<file path="config.mk">
export PLATFORM = sky130hd
export DESIGN_NAME = hilo_muldiv_ctrl
export DESIGN_NICKNAME = d
export VERILOG_FILES = /design/src/rtl/hilo_ctrl_pkg.sv /design/src/rtl/hilo_div_unit.sv /design/src/rtl/hilo_muldiv_ctrl.sv
export SDC_FILE = /design/constraint.sdc
export NUM_CORES = 2
export LEC_CHECK = 0
export CORE_MARGIN = 5
export CORE_UTILIZATION = 54
export CTS_CLUSTER_SIZE = 28
export DETAILED_ROUTE_END_ITERATION = 8
export HOLD_SLACK_MARGIN = 0.08
export PLACE_DENSITY = 0.72
export SLEW_MARGIN = 20
export SYNTH_ARGS = -nofsm -noshare
export SYNTH_HDL_FRONTEND = slang
export SYNTH_SLANG_ARGS = --single-unit
</file>
<file path="constraint.sdc">
create_clock -name Clk -period 13.6 [get_ports Clk]
set_input_delay 1.36 -clock Clk [delete_from_list [all_inputs] [get_ports Clk]]
set_output_delay 1.36 -clock Clk [all_outputs]
set_load 0.03 [all_outputs]
</file>
<file path="src/rtl/hilo_ctrl_pkg.sv">
`default_nettype none
// ============================================================================
// Module   : hilo_ctrl_pkg
// Purpose  : Shared encodings for the HiLo multiply/divide sequencer:
//            Op codes, FSM state encoding, divider step count and the
//            Op -> write-strobe mapping.
// Revision : 1.0  initial release
// ============================================================================
package hilo_ctrl_pkg;

   localparam logic [3:0] OP_MULT  = 4'd0;
   localparam logic [3:0] OP_MULTU = 4'd1;
   localparam logic [3:0] OP_DIV   = 4'd2;
   localparam logic [3:0] OP_DIVU  = 4'd3;
   localparam logic [3:0] OP_MADD  = 4'd4;
   localparam logic [3:0] OP_MADDU = 4'd5;
   localparam logic [3:0] OP_MSUB  = 4'd6;
   localparam logic [3:0] OP_MSUBU = 4'd7;
   localparam logic [3:0] OP_MTHI  = 4'd8;
   localparam logic [3:0] OP_MTLO  = 4'd9;

   localparam int DIV_STEPS = 32;

   typedef enum logic [2:0] {
      ST_IDLE  = 3'd0,
      ST_MUL   = 3'd1,
      ST_DIV   = 3'd2,
      ST_FIX   = 3'd3,
      ST_WRITE = 3'd4
   } state_t;

   typedef enum logic [1:0] {
      STB_NONE = 2'd0,
      STB_WE   = 2'd1,
      STB_MADD = 2'd2,
      STB_MSUB = 2'd3
   } strobe_t;

   // Which HiLo write strobe an op produces; STB_NONE marks reserved codes.
   function automatic strobe_t op_strobe(input logic [3:0] op);
      case (op)
         OP_MULT, OP_MULTU, OP_DIV, OP_DIVU,
         OP_MTHI, OP_MTLO:    op_strobe = STB_WE;
         OP_MADD, OP_MADDU:   op_strobe = STB_MADD;
         OP_MSUB, OP_MSUBU:   op_strobe = STB_MSUB;
         default:             op_strobe = STB_NONE;
      endcase
   endfunction

endpackage
`default_nettype wire

</file>
<file path="src/rtl/hilo_div_unit.sv">
`default_nettype none
// ============================================================================
// Module   : hilo_div_unit
// Purpose  : Iterative restoring divider on 32-bit unsigned magnitudes.
//            One quotient bit per cycle, DIV_STEPS cycles after Go.
// Ports    : Clk, Rst_n (async active-low)
//            Go        - load operands and start (single-cycle pulse)
//            Dividend  - unsigned dividend, sampled with Go
//            Divisor   - unsigned divisor, sampled with Go (non-zero)
//            Quotient  - result, held until the next Go
//            Remainder - result, held until the next Go
//            DivDone   - one-cycle pulse once the last step has completed
// Revision : 1.0  initial release
// ============================================================================
module hilo_div_unit
   import hilo_ctrl_pkg::*;
(
   input  logic        Clk,
   input  logic        Rst_n,
   input  logic        Go,
   input  logic [31:0] Dividend,
   input  logic [31:0] Divisor,
   output logic [31:0] Quotient,
   output logic [31:0] Remainder,
   output logic        DivDone
);

   localparam int              C_CNT_W = $clog2(DIV_STEPS);
   localparam logic [C_CNT_W-1:0] C_LAST = C_CNT_W'(DIV_STEPS - 1);

   logic [31:0]        r_quo;
   logic [31:0]        r_rem;
   logic [31:0]        r_dvs;
   logic [C_CNT_W-1:0] r_cnt;
   logic               r_run;
   logic               r_done;
   logic [32:0]        w_shift;
   logic [32:0]        w_diff;

   // The partial remainder stays below the divisor, so the shifted value is
   // below twice the divisor: bit 32 of the difference is a clean borrow.
   assign w_shift = {r_rem, r_quo[31]};
   assign w_diff  = w_shift - {1'b0, r_dvs};

   always_ff @(posedge Clk or negedge Rst_n) begin
      if (!Rst_n) begin
         r_quo  <= '0;
         r_rem  <= '0;
         r_dvs  <= '0;
         r_cnt  <= '0;
         r_run  <= 1'b0;
         r_done <= 1'b0;
      end else begin
         r_done <= 1'b0;
         if (Go) begin
            r_quo <= Dividend;
            r_rem <= '0;
            r_dvs <= Divisor;
            r_cnt <= '0;
            r_run <= 1'b1;
         end else if (r_run) begin
            if (!w_diff[32]) begin
               r_rem <= w_diff[31:0];
               r_quo <= {r_quo[30:0], 1'b1};
            end else begin
               r_rem <= w_shift[31:0];
               r_quo <= {r_quo[30:0], 1'b0};
            end
            r_cnt <= r_cnt + 1'b1;
            if (r_cnt == C_LAST) begin
               r_run  <= 1'b0;
               r_done <= 1'b1;
            end
         end
      end
   end

   assign Quotient  = r_quo;
   assign Remainder = r_rem;
   assign DivDone   = r_done;

endmodule
`default_nettype wire

</file>
<file path="src/rtl/hilo_muldiv_ctrl.sv">
`default_nettype none
// ============================================================================
// Module   : hilo_muldiv_ctrl
// Purpose  : Sequencer between decode and the HiLo register file. Runs a
//            fixed-latency multiply or a 32-step divide (or a move to Hi/Lo)
//            and issues exactly one write strobe with the result data.
//            Generates Stall when a HiLo op or mfhi/mflo read collides with
//            an op in flight.
// Ports    : Clk, Rst_n (async active-low)
//            Start/Op/OpA/OpB          - op request from decode
//            ReadReq                   - mfhi/mflo present in decode
//            ReadHi/ReadLo             - current HiLo contents
//            Busy/Stall/Done           - status
//            WriteHiData/WriteLoData   - result data, qualified by strobes
//            WriteEn/Madd/Msub         - HiLo write strobes (one-hot)
//            DivZero                   - only with HILO_DIVZERO_FLAG_EN
// Config   : define HILO_DIVZERO_FLAG_EN to add the DivZero output.
// Revision : 1.0  initial release
// ============================================================================
module hilo_muldiv_ctrl
   import hilo_ctrl_pkg::*;
#(
   parameter int MUL_LATENCY = 4
) (
   input  logic        Clk,
   input  logic        Rst_n,
   input  logic        Start,
   input  logic [3:0]  Op,
   input  logic [31:0] OpA,
   input  logic [31:0] OpB,
   input  logic        ReadReq,
   input  logic [31:0] ReadHi,
   input  logic [31:0] ReadLo,
   output logic        Busy,
   output logic        Stall,
   output logic        Done,
   output logic [31:0] WriteHiData,
   output logic [31:0] WriteLoData,
   output logic        WriteEn,
   output logic        Madd,
   output logic        Msub
`ifdef HILO_DIVZERO_FLAG_EN
  ,output logic        DivZero
`endif
);

   localparam logic [3:0] C_MUL_LAST = 4'(MUL_LATENCY - 1);

   state_t      r_state;
   state_t      w_next;
   logic [3:0]  r_op;
   logic [31:0] r_a;
   logic [31:0] r_b;
   logic        r_neg_q;
   logic        r_neg_r;
   logic [3:0]  r_cnt;
   logic [31:0] r_hi;
   logic [31:0] r_lo;

   logic        w_accept;
   logic        w_is_div;
   logic        w_is_mov;
   logic        w_div0;
   logic        w_sgn;
   logic        w_mul_last;
   strobe_t     w_stb;
   logic [63:0] w_a_ext;
   logic [63:0] w_b_ext;
   logic [63:0] w_prod;
   logic [31:0] w_mag_a;
   logic [31:0] w_mag_b;
   logic        w_div_go;
   logic [31:0] w_quo;
   logic [31:0] w_rem;
   logic        w_div_done;
   logic [31:0] w_hi_nxt;
   logic [31:0] w_lo_nxt;

   // ---------------------------------------------------------------- decode
   assign w_accept   = (r_state == ST_IDLE) && Start && (op_strobe(Op) != STB_NONE);
   assign w_is_div   = (Op == OP_DIV) || (Op == OP_DIVU);
   assign w_is_mov   = (Op == OP_MTHI) || (Op == OP_MTLO);
   assign w_div0     = w_is_div && (OpB == 32'd0);
   // Even codes among 0..7 are the signed variants.
   assign w_sgn      = ~Op[0];
   assign w_mul_last = (r_cnt == C_MUL_LAST);

   // ------------------------------------------------------------- multiply
   assign w_a_ext = (~r_op[0] && r_a[31]) ? {32'hFFFF_FFFF, r_a} : {32'd0, r_a};
   assign w_b_ext = (~r_op[0] && r_b[31]) ? {32'hFFFF_FFFF, r_b} : {32'd0, r_b};
   assign w_prod  = w_a_ext * w_b_ext;

   // --------------------------------------------------------------- divide
   assign w_mag_a  = (w_sgn && OpA[31]) ? -OpA : OpA;
   assign w_mag_b  = (w_sgn && OpB[31]) ? -OpB : OpB;
   assign w_div_go = w_accept && w_is_div && !w_div0;

   hilo_div_unit u_div (
      .Clk       (Clk),
      .Rst_n     (Rst_n),
      .Go        (w_div_go),
      .Dividend  (w_mag_a),
      .Divisor   (w_mag_b),
      .Quotient  (w_quo),
      .Remainder (w_rem),
      .DivDone   (w_div_done)
   );

   // ------------------------------------------------------------------ FSM
   always_ff @(posedge Clk or negedge Rst_n) begin
      if (!Rst_n) r_state <= ST_IDLE;
      else        r_state <= w_next;
   end

   always_comb begin
      w_next  = r_state;
      w_stb   = op_strobe(r_op);
      Busy    = (r_state != ST_IDLE);
      Stall   = Busy && (Start || ReadReq);
      Done    = (r_state == ST_WRITE);
      WriteEn = Done && (w_stb == STB_WE);
      Madd    = Done && (w_stb == STB_MADD);
      Msub    = Done && (w_stb == STB_MSUB);
      case (r_state)
         ST_IDLE: begin
            if (w_accept) begin
               if (w_is_mov || w_div0) w_next = ST_WRITE;
               else if (w_is_div)      w_next = ST_DIV;
               else                    w_next = ST_MUL;
            end
         end
         ST_MUL:   if (w_mul_last) w_next = ST_WRITE;
         ST_DIV:   if (w_div_done) w_next = ST_FIX;
         ST_FIX:   w_next = ST_WRITE;
         ST_WRITE: w_next = ST_IDLE;
         default:  w_next = ST_IDLE;
      endcase
   end

   // Result data is registered on entry to WRITE and held afterwards.
   always_comb begin
      w_hi_nxt = r_hi;
      w_lo_nxt = r_lo;
      if (w_accept && Op == OP_MTHI) begin
         w_hi_nxt = OpA;
         w_lo_nxt = ReadLo;
      end else if (w_accept && Op == OP_MTLO) begin
         w_hi_nxt = ReadHi;
         w_lo_nxt = OpA;
      end else if (w_accept && w_div0) begin
         w_hi_nxt = OpA;
         w_lo_nxt = 32'hFFFF_FFFF;
      end else if (r_state == ST_MUL && w_mul_last) begin
         w_hi_nxt = w_prod[63:32];
         w_lo_nxt = w_prod[31:0];
      end else if (r_state == ST_FIX) begin
         w_hi_nxt = r_neg_r ? -w_rem : w_rem;
         w_lo_nxt = r_neg_q ? -w_quo : w_quo;
      end
   end

   always_ff @(posedge Clk or negedge Rst_n) begin
      if (!Rst_n) begin
         r_op    <= '0;
         r_a     <= '0;
         r_b     <= '0;
         r_neg_q <= 1'b0;
         r_neg_r <= 1'b0;
         r_cnt   <= '0;
         r_hi    <= '0;
         r_lo    <= '0;
      end else begin
         if (w_accept) begin
            r_op    <= Op;
            r_a     <= OpA;
            r_b     <= OpB;
            r_neg_q <= w_sgn && (OpA[31] ^ OpB[31]);
            r_neg_r <= w_sgn && OpA[31];
         end
         r_cnt <= (r_state == ST_MUL) ? r_cnt + 4'd1 : 4'd0;
         r_hi  <= w_hi_nxt;
         r_lo  <= w_lo_nxt;
      end
   end

   assign WriteHiData = r_hi;
   assign WriteLoData = r_lo;

`ifdef HILO_DIVZERO_FLAG_EN
   logic r_divzero;

   always_ff @(posedge Clk or negedge Rst_n) begin
      if (!Rst_n)        r_divzero <= 1'b0;
      else if (w_accept) r_divzero <= w_div0;
   end

   assign DivZero = Done && r_divzero;
`endif

endmodule
`default_nettype wire

</file>
==> results.txt <==
----------------------------------------------------
[Outcome]
  Result of the run ... finished, final reports clean

[Global routing]
  Global-route congestion overflow total ... 0
  Maximum number of pins on one net before global-route repair ... ~120
  Aggregate global-route resource usage ... ~34%
  Global-route wire length before repair ... 321,000 um
  Number of global-route vias before repair ... between 50,000 and 60,000
  Initial antenna violation count ... 5

[Floorplanning]
  Initial cell density of the core ... 54.5%
  Number of rows in the core area ... 125
  Die outline width ... approximately 350 um
  Die Span Y ... between 300 and 400 um
  Core Area ... between 100,000 and 150,000 um^2
  I/O pin count ... slightly above 200
  Die area ... between 100,000 and 150,000 um^2

[Critical path]
  Library cell contributing the largest single delay on the critical path ... sky130_fd_sc_hd__dfrtp_1
  Launch point of the worst path ... r_b[6]
  Most frequent cell on the critical path ... sky130_fd_sc_hd__fa_1
  Largest driver fanout on the critical path ... 22
  Setup slack on the worst flop-to-flop path ... between 3000 and 4000 ps
  Sort of element at the start of the critical path ... flip-flop
  Path type of the worst setup path ... flip-flop to flip-flop
  Critical path data arrival time ... between 10,000 and 15,000 ps
  Worst path required time ... 14,080 ps
  Launch instance of the worst register-to-register path ... r_b[6]
  Depth of the worst register-to-register path ... 29
  Element type at the critical path end ... flip-flop
  Critical R2R Capture ... WriteHiData[27]
  Capture point of the critical path ... WriteHiData[27]
  Delay of the slowest cell on the worst path ... between 900 and 1000 ps

[Final layout]
  Total of fill cells in the finished design ... about 10,000
  Multi-input gate area in the final layout ... between 50,000 and 60,000 um^2
  Share of final-layout standard cells stronger than drive strength 1 ... between 3 and 4%
  Footprint of the flip-flops and latches ... around 6000 um^2
  Area added between synthesis and finish ... 6.86%
  Final Util ... about three fifths
  Number of nets in the final layout ... 8,743

[Yosys]
  Simple-gate area share of the yosys netlist ... a little over an eighth
  Post-synthesis share of cell area spent on full adders, half adders and majority gates ... approximately half
  Combinational family with the most area after synthesis ... adder cells
  Number of synthesized register bits ... 244
  Ys Warns ... 0
  Post-synthesis mux area share ... 2.07%
  Synth Cell Area ... roughly 63,000 um^2
  Share of flip-flops with an asynchronous set or reset ... 100%
  Dominant cells by area after synthesis ... sky130_fd_sc_hd__fa_1 45%, sky130_fd_sc_hd__dfrtp_1 9.6%, sky130_fd_sc_hd__inv_1 9.4%
  Post-synth net total ... between 8,000 and 9,000
  EDFF count, synth ... 0
  Mean Syn Cell Area ... around 9.2 um^2
  Post-synth top area cell ... sky130_fd_sc_hd__fa_1
  Mapped Cells ... around 6,900
  Top-area cell type share of the netlist area ... ~45%
  Post-synth top flop ... sky130_fd_sc_hd__dfrtp_1
  Most numerous cell types in the synthesized netlist ... 1,580 x sky130_fd_sc_hd__inv_1, 1,420 x sky130_fd_sc_hd__fa_1, 723 x sky130_fd_sc_hd__nand2_1, 591 x sky130_fd_sc_hd__and2_1, 347 x sky130_fd_sc_hd__ha_1
  Fraction of the yosys area taken by sequential cells ... about 9.6%
  Count of distinct cell types in the synthesized netlist ... between 70 and 80
  Synthesized-area fraction occupied by xor and xnor cells ... ~3.7%
  Post-synthesis compound-gate area fraction ... 7.73%
  Most common cell in the synthesized netlist ... sky130_fd_sc_hd__inv_1

[Route]
  DRC violation count after routing ... 0
  Total wire length ... approximately 210,000 um
  Number of DRC violations after detailed-routing iteration 0 ... between 4,000 and 5,000
  Detailed-router iteration count before antenna repair ... 8
  Routed length per placed instance ... 24.6 um
  Overall via count from detail_route ... 48,700
  Count of antenna-violating nets left after detailed routing ... 0
  Detailed-route vias per instance ... slightly below 6

[Clock network]
  Setup bufs post-CTS ... 0
  TritonCTS clock tree ... built
  Clock net sink count ... approximately 240
  Clock root buffer ... sky130_fd_sc_hd__clkbuf_16
  H-tree depth ... 1
  Clock buffers created by TritonCTS ... 29
  Hold Buf Count CTS ... 0
  Clk_lat worst skew ... 620 ps
  Clock transition at path regs ... 60 ps
  Max clock buf depth ... 3
  CTS resizes ... 0

[Timing]
  Fmax ... a little under 100 MHz
  Final critical path time including I/O delays and setup ... about 10,000 ps
  Number of setup violations in the final report ... 0
  Count of final max-slew check failures ... 0
  Transition time of the tightest slew-check pin ... 1180 ps
  RSZ-0062 raised after global routing ... false
  Final sum of negative setup slack ... 0 ps
  Max_slew headroom ... 21.5%
  Hold Vio Cnt, Final ... 0
  Final setup skew ... 30.7 ps
  Tcrit/Tclk final ... between 70% and 80%

[Place]
  Placer's final routability congestion estimate ... ~1.0
  Count of port buffers added during placement ... 205
  Half-perimeter wire length after detailed placement ... 164,000 um

[Run]
  Number of maximum-capacitance constraint violations ... 0

[Worst hold path]
  Path category of the worst min-delay check ... flip-flop to flip-flop

----------------------------------------------------
==> worst max-delay path, delay by kind of cell, from the launching register on <==
kind | cells | cell delay (ps)
buf+inv | 6 | 900
fa+ha+maj | 11 | 5850
simple gates | 2 | 490
flops | 1 | 960
compound gates | 10 | 2050
==> layer usage <==
| layer | global-route usage, % | vias up | share of wire (%) |
|---|---|---|---|
| li1 | - | 20600 | - |
| met1 | 46.1 | 24800 | 39 |
| met2 | 50.6 | 2822 | 43 |
| met3 | 9.91 | 555 | 13 |
| met4 | 14.6 | 0 | 5.7 |
| met5 | 0 | - | 0 |
==> through the flow <==
stage	hold slack [ps]	std cells	area (um^2)	setup WS, ps
after detailed placement	455	8333	66700	3270
after global routing	499	8387	67700	2900
after floorplan	430	6880	63400	4160
final	463	8390	67700	3200
after CTS	463	8387	67700	3250
after global placement	443	8333	66700	3470
==> worst min-delay path by stage <==
stage                     endpoint  cells past startpoint  slack (ps)      from
final                     r_cnt[0]                      1         460  r_cnt[0]
after floorplan           r_cnt[0]                      1         430  r_cnt[0]
after CTS                 r_cnt[0]                      1         460  r_cnt[0]
after detailed placement  r_cnt[0]                      1         450  r_cnt[0]
after global routing      r_cnt[0]                      1         500  r_cnt[0]
after global placement    r_cnt[0]                      1         440  r_cnt[0]
==> layout make-up <==
cell class,instances,share of cell area (%)
antenna,3,0.0111
clock buffer,42,1.26
clock inverter,12,0.222
inverter,1581,8.76
multi-input combinational,4688,73.8
sequential,244,9.04
tap,1524,2.81
timing repair buffer,296,4.06
==> cell usage in the layout (no fill, tap or decap), types with 56 or more instances in the layout <==
master and count:
sky130_fd_sc_hd__ha_1 347, sky130_fd_sc_hd__nand2_1 721, sky130_fd_sc_hd__xnor2_1 167, sky130_fd_sc_hd__xor2_1 97
sky130_fd_sc_hd__clkdlybuf4s50_1 204, sky130_fd_sc_hd__a21oi_1 230, sky130_fd_sc_hd__fa_1 1420, sky130_fd_sc_hd__inv_1 1580
sky130_fd_sc_hd__and2_1 590, sky130_fd_sc_hd__a21o_1 56, sky130_fd_sc_hd__mux2i_1 60, sky130_fd_sc_hd__nor2_1 172
sky130_fd_sc_hd__mux2_2 63, sky130_fd_sc_hd__o21ai_0 233, sky130_fd_sc_hd__dfrtp_1 231, sky130_fd_sc_hd__buf_4 89
==> sequential cells by signal (all words and copies together), names as in the netlist, 3 cells and up <==
| signal | count |
|---|---|
| u_div.r_dvs | 32 |
| r_b | 32 |
| WriteHiData | 32 |
| r_state | 3 |
| r_cnt | 4 |
| u_div.Remainder | 32 |
| u_div.Quotient | 32 |
| u_div.r_cnt | 5 |
| r_a | 32 |
| WriteLoData | 32 |
| r_op | 4 |
==> kinds of logic (layout without fill, tap and decap cells) <==
kind of cell | Yosys count | in the layout
compound gates | 791 | 791
xor+xnor | 265 | 265
mux | 123 | 123
other cells | 0 | 3
buf+inv | 1948 | 1931
simple gates | 1738 | 1738
fa+ha+maj | 1771 | 1771
flops | 244 | 244
Power is not shown: default switching activity piles up to over one toggle a cycle in this logic, so the estimate is an artifact.
